**src/rtl/ieee754_div_seq.sv**
```systemverilog
// Sequential single-precision divider: 25-step restoring mantissa division,
// then one normalise/pack cycle. Truncating rounding, no NaN/Inf handling.
module ieee754_div_seq (
  input  logic        clk,
  input  logic        rst,
  input  logic        start,
  input  logic [31:0] a,
  input  logic [31:0] b,
  output logic [31:0] q,
  output logic        busy,
  output logic        done,
  output logic        overflow,
  output logic        underflow,
  output logic        div_by_zero
);

  typedef enum logic [1:0] {IDLE, DIV, NORM} state_t;

  typedef struct packed {
    logic [31:0] q;
    logic        ovf;
    logic        unf;
    logic        dbz;
  } res_t;

  state_t      state_q, state_d;
  logic [4:0]  cnt_q, cnt_d;
  logic [24:0] rem_q, rem_d;
  logic [24:0] quo_q, quo_d;
  logic [31:0] q_q, q_d;
  logic        done_q, done_d;
  logic        ovf_q, ovf_d;
  logic        unf_q, unf_d;
  logic        dbz_q, dbz_d;

  logic        sign_q, sign_d;
  logic [7:0]  exp_a_q, exp_a_d;
  logic [7:0]  exp_b_q, exp_b_d;
  logic [23:0] dvs_q, dvs_d;

  logic        ge;
  logic [23:0] diff;
  res_t        res;

  // Exponent/normalisation/special-case packing; rounding is plain truncation.
  function automatic res_t pack_result(input logic s, input logic [7:0] ea,
                                       input logic [7:0] eb, input logic [24:0] qt);
    res_t              r;
    logic signed [9:0] e;
    logic [22:0]       man;
    r   = '0;
    e   = $signed({2'b00, ea}) - $signed({2'b00, eb}) + 10'sd127;
    man = qt[23:1];
    if (!qt[24]) begin
      man = qt[22:0];
      e   = e - 10'sd1;
    end
    if (eb == 8'h00) begin
      r.q   = {s, 8'hFF, 23'h0};
      r.dbz = 1'b1;
    end else if (ea == 8'h00) begin
      r.q = {s, 31'h0};
    end else if (e >= 10'sd255) begin
      r.q   = {s, 8'hFF, 23'h0};
      r.ovf = 1'b1;
    end else if (e <= 10'sd0) begin
      r.q   = {s, 8'h00, 23'h0};
      r.unf = 1'b1;
    end else begin
      r.q = {s, e[7:0], man};
    end
    return r;
  endfunction

  // Remainder is always below 2*D, so the 24-bit difference is exact when ge.
  assign ge   = (rem_q >= {1'b0, dvs_q});
  assign diff = ge ? (rem_q[23:0] - dvs_q) : rem_q[23:0];
  assign res  = pack_result(sign_q, exp_a_q, exp_b_q, quo_q);

  always_comb begin
    state_d = state_q;
    cnt_d   = cnt_q;
    rem_d   = rem_q;
    quo_d   = quo_q;
    q_d     = q_q;
    done_d  = 1'b0;
    ovf_d   = ovf_q;
    unf_d   = unf_q;
    dbz_d   = dbz_q;
    sign_d  = sign_q;
    exp_a_d = exp_a_q;
    exp_b_d = exp_b_q;
    dvs_d   = dvs_q;
    case (state_q)
      IDLE: begin
        if (start) begin
          state_d = DIV;
          cnt_d   = 5'd0;
          rem_d   = {2'b01, a[22:0]};
          quo_d   = '0;
          sign_d  = a[31] ^ b[31];
          exp_a_d = a[30:23];
          exp_b_d = b[30:23];
          dvs_d   = {1'b1, b[22:0]};
        end
      end
      DIV: begin
        rem_d = {diff, 1'b0};
        quo_d = {quo_q[23:0], ge};
        cnt_d = cnt_q + 5'd1;
        if (cnt_q == 5'd24) state_d = NORM;
      end
      NORM: begin
        q_d     = res.q;
        ovf_d   = res.ovf;
        unf_d   = res.unf;
        dbz_d   = res.dbz;
        done_d  = 1'b1;
        state_d = IDLE;
      end
      default: state_d = IDLE;
    endcase
  end

  always_ff @(posedge clk or posedge rst) begin
    if (rst) begin
      state_q <= IDLE;
      cnt_q   <= '0;
      rem_q   <= '0;
      quo_q   <= '0;
      q_q     <= '0;
      done_q  <= 1'b0;
      ovf_q   <= 1'b0;
      unf_q   <= 1'b0;
      dbz_q   <= 1'b0;
    end else begin
      state_q <= state_d;
      cnt_q   <= cnt_d;
      rem_q   <= rem_d;
      quo_q   <= quo_d;
      q_q     <= q_d;
      done_q  <= done_d;
      ovf_q   <= ovf_d;
      unf_q   <= unf_d;
      dbz_q   <= dbz_d;
    end
  end

  // Operand fields only matter while an operation is in flight.
  always_ff @(posedge clk) begin
    sign_q  <= sign_d;
    exp_a_q <= exp_a_d;
    exp_b_q <= exp_b_d;
    dvs_q   <= dvs_d;
  end

  assign q           = q_q;
  assign busy        = (state_q != IDLE);
  assign done        = done_q;
  assign overflow    = ovf_q;
  assign underflow   = unf_q;
  assign div_by_zero = dbz_q;

endmodule
```
**config.mk**
```make
export PLATFORM = sky130hd
export DESIGN_NAME = ieee754_div_seq
export DESIGN_NICKNAME = d
export VERILOG_FILES = /design/src/rtl/ieee754_div_seq.sv
export SDC_FILE = /design/constraint.sdc
export NUM_CORES = 1
export LEC_CHECK = 0
export BUFFER_PORTS_ARGS = -buffer_cell sky130_fd_sc_hd__buf_2
export CAP_MARGIN = 20
export CORE_MARGIN = 3
export CORE_UTILIZATION = 35
export CTS_BUF_LIST = sky130_fd_sc_hd__clkbuf_16
export CTS_CLUSTER_DIAMETER = 120
export DETAILED_ROUTE_END_ITERATION = 6
export SYNTH_ARGS = -nofsm -noshare
export SYNTH_HDL_FRONTEND = slang
export SYNTH_SLANG_ARGS = --single-unit
export TNS_END_PERCENT = 1
```
**constraint.sdc**
```tcl
create_clock -name clk -period 8.4 [get_ports clk]
set_input_delay 1.26 -clock clk [delete_from_list [all_inputs] [get_ports clk]]
set_output_delay 1.26 -clock clk [all_outputs]
set_load 0.005 [all_outputs]
```
==> impl_metrics.env <==
export IMPL_status="finished, final reports clean"
export IMPL_start_util=0.362
export IMPL_cts_buffer_depth=2
export IMPL_grt_pass1_vias=5907
export IMPL_final_hold_viol_count=0
export IMPL_vias_per_cell=5.03
export IMPL_cp_start_kind="flop"
export IMPL_io_pins=104
export IMPL_cp_arrival_ns=4.44
export IMPL_grt_overflow=0
export IMPL_clk_latency_ns=0.42
export IMPL_area_growth_pct=17.9
export IMPL_ys_warnings_count=0
export IMPL_wl_um=17300
export IMPL_worst_setup_path_type="flop to flop"
export IMPL_async_reset_ff_frac=0.699
export IMPL_synth_seq_cells=133
export IMPL_synthFlopType="dfrtp_1"
export IMPL_grt_pass1_wl_um=29200
export IMPL_antenna_found_initial=0
export IMPL_routabilityCongestion=0.829
export IMPL_grt_setup_unrepaired="false"
export IMPL_slew_headroom=0.361
export IMPL_drive_gt1_frac=0.213
export IMPL_tightest_slew_ns=0.959
export IMPL_die_y_um=155
export IMPL_crit_required_ns=8.74
export IMPL_fin_skew_ns=0.00976
export IMPL_maxCapViolCount=0
export IMPL_ctsRootBufferMaster="clkbuf_16"
export IMPL_die_area_um2=24000
export IMPL_first_pass_iters=4
export IMPL_fin_setup_tns_ns=0
export IMPL_num_nets_final=1003
export IMPL_cts_resized=0
export IMPL_htree_levels=4
export IMPL_layout_common_cells="155 x nand2_1, 103 x buf_2, 93 x dfrtp_1"
export IMPL_cts_setup_buffers=0
export IMPL_port_buffers=103
export IMPL_row_count=53
export IMPL_worstSetupEndpointType="flop"
export IMPL_grt_max_degree=75
export IMPL_syn_area_per_cell_um2=9.68
export IMPL_synth_edf_count=40
export IMPL_period_minus_slack_ns=4.09
export IMPL_slew_violations=0
export IMPL_cts_hold_buf=0
export IMPL_core_um2=21400
export IMPL_syn_area_um2=7750
export IMPL_die_w_um=155
export IMPL_power_static_leakage_uw=0.00414
export IMPL_grt_usage=0.149
export IMPL_wl_per_cell_um=14.6
export IMPL_cts_tree="done"
export IMPL_setup_viol=0
export IMPL_cp_max_fo=23
export IMPL_clock_sinks=133
export IMPL_synth_nets=905
export IMPL_clkTransAtPathRegs_ns=0.07
export IMPL_n_antenna_cell=0
export IMPL_timing_hold_ws_ns=0.471
export IMPL_irDropWorstVdd_mv=0.146
export IMPL_max_freq_mhz=244
export IMPL_hpwl_um=12200
export IMPL_final_common_cell="nand2_1"
export IMPL_synthDistinctLibCells=70
export IMPL_drtIter0Drc=248
export IMPL_synthCells=801
export IMPL_power_density_nw_per_um2=340
export IMPL_final_antenna_net_count=0
export IMPL_seq_area_frac_synth=0.455
export IMPL_drc=0
export IMPL_numCtsBuffers=17
export IMPL_hp_class="flop to flop"
export IMPL_vias=5966
export IMPL_fin_crit_sh=0.487
-- kinds of logic (layout without fill, tap and decap cells) --
family                     after synthesis  count (layout)  synth area share
muxes                                   46              46            0.0604
and+or+nand+nor                        268             268             0.157
AOI/OAI and AO/OA                      195             195             0.177
adders and majority gates               37              37            0.0617
xor gates and xnor gates                34              34            0.0442
DFF                                    133             133             0.455
buffers and inverters                   88             199            0.0450
-- cells in the mapped netlist, types with 4 or more instances --
cell	instances	share of area
nand2_1	155	0.075
dfrtp_1	93	0.30
inv_1	55	0.027
o21ai_0	52	0.034
mux2i_1	43	0.056
a21oi_1	40	0.026
edfxtp_1	40	0.15
ha_1	35	0.057
clkbuf_1	25	0.012
nor2_1	22	0.011
and3_1	21	0.017
o21ai_2	21	0.024
nand3_1	16	0.010
xor2_1	16	0.018
xnor2_1	12	0.014
a21o_1	11	0.011
nor3_1	11	0.0071
o31ai_1	9	0.0087
a31oi_1	8	0.0065
nand2b_1	8	0.0065
a221o_1	7	0.0090
nand4_1	7	0.0057
nor2b_1	6	0.0048
nor4_1	6	0.0048
o21a_1	5	0.0048
a211oi_1	4	0.0039
a21boi_0	4	0.0039
xor2_2	4	0.0084
-- worst max-delay path, stage by stage, from the launching register on --
cell and delay (ns):
edfxtp_1 0.35, inv_1 0.05, ha_1 0.21, fa_1 0.42, nand2b_1 0.19, a21oi_2 0.21, xor2_2 0.19, or4_1 0.59
mux2_4 0.31, a21oi_2 0.24, mux2_2 0.39, a211oi_4 0.34, o21ai_2 0.08, buf_4 0.26, o21ai_0 0.19
-- final timing paths --
kind / from / end / slack, ns / depth (start not counted)
max in group asynchronous: rst / quo_q[7] / 6.37 / 3
min reg2reg: q[14] / q[14] / 0.47 / 2
max reg2reg: exp_a_q[0] / q[16] / 4.31 / 14
min: q[14] / q[14] / 0.47 / 2
max: exp_a_q[0] / q[16] / 4.31 / 14
min in group asynchronous: rst / rem_q[2] / 0.80 / 2
-- flip-flops by register name (all words and copies together) (netlist names) --
register     cells
underflow        1
overflow         1
cnt_q            5
sign_q           1
div_by_zero      1
exp_b_q          8
dvs_q           23
done             1
q               32
exp_a_q          8
quo_q           25
state_q          2
rem_q           25
-- where the power goes --
| part | total (uW) | switching [uW] | internal (uW) |
|---|---|---|---|
| combinational | 1410 | 822 | 589 |
| clock | 726 | 328 | 398 |
| sequential | 968 | 124 | 844 |
-- cell type report --
type	instances	area [um^2]
Timing Repair Buffer	112	583
Clock buffer	17	425
Multi-Input combinational cell	580	3890
Fill cell	2133	12300
Sequential cell	133	3530
Inverter	55	209
Tap cell	275	344
Clock inverter	15	155
-- metrics by stage --
| step | power (uW) | worst slack (ns) | instances | cell area, um^2 | util |
|---|---|---|---|---|---|
| 6_report | 3110 | 4.31 | 1187 | 9130 | 0.426 |
| 3_3_place_gp | 2380 | 4.40 | 1155 | 8550 | 0.399 |
| 3_5_place_dp | 2400 | 4.31 | 1155 | 8550 | 0.399 |
| 5_1_grt | 3390 | 4.04 | 1187 | 9130 | 0.426 |
| 4_1_cts | 3150 | 4.28 | 1187 | 9130 | 0.426 |
| 2_1_floorplan | 2090 | 4.63 | 801 | 7750 | - |
-- layer usage --
| metal | GRT usage | share of wire | up-vias |
|---|---|---|---|
| li1 | - | - | 3041 |
| met1 | 0.191 | 0.47 | 2813 |
| met2 | 0.256 | 0.49 | 105 |
| met3 | 0.0322 | 0.037 | 7 |
| met4 | 0.0366 | 0.0070 | 0 |
| met5 | 0 | 0 | - |
Power figures use the tool's default switching activity.
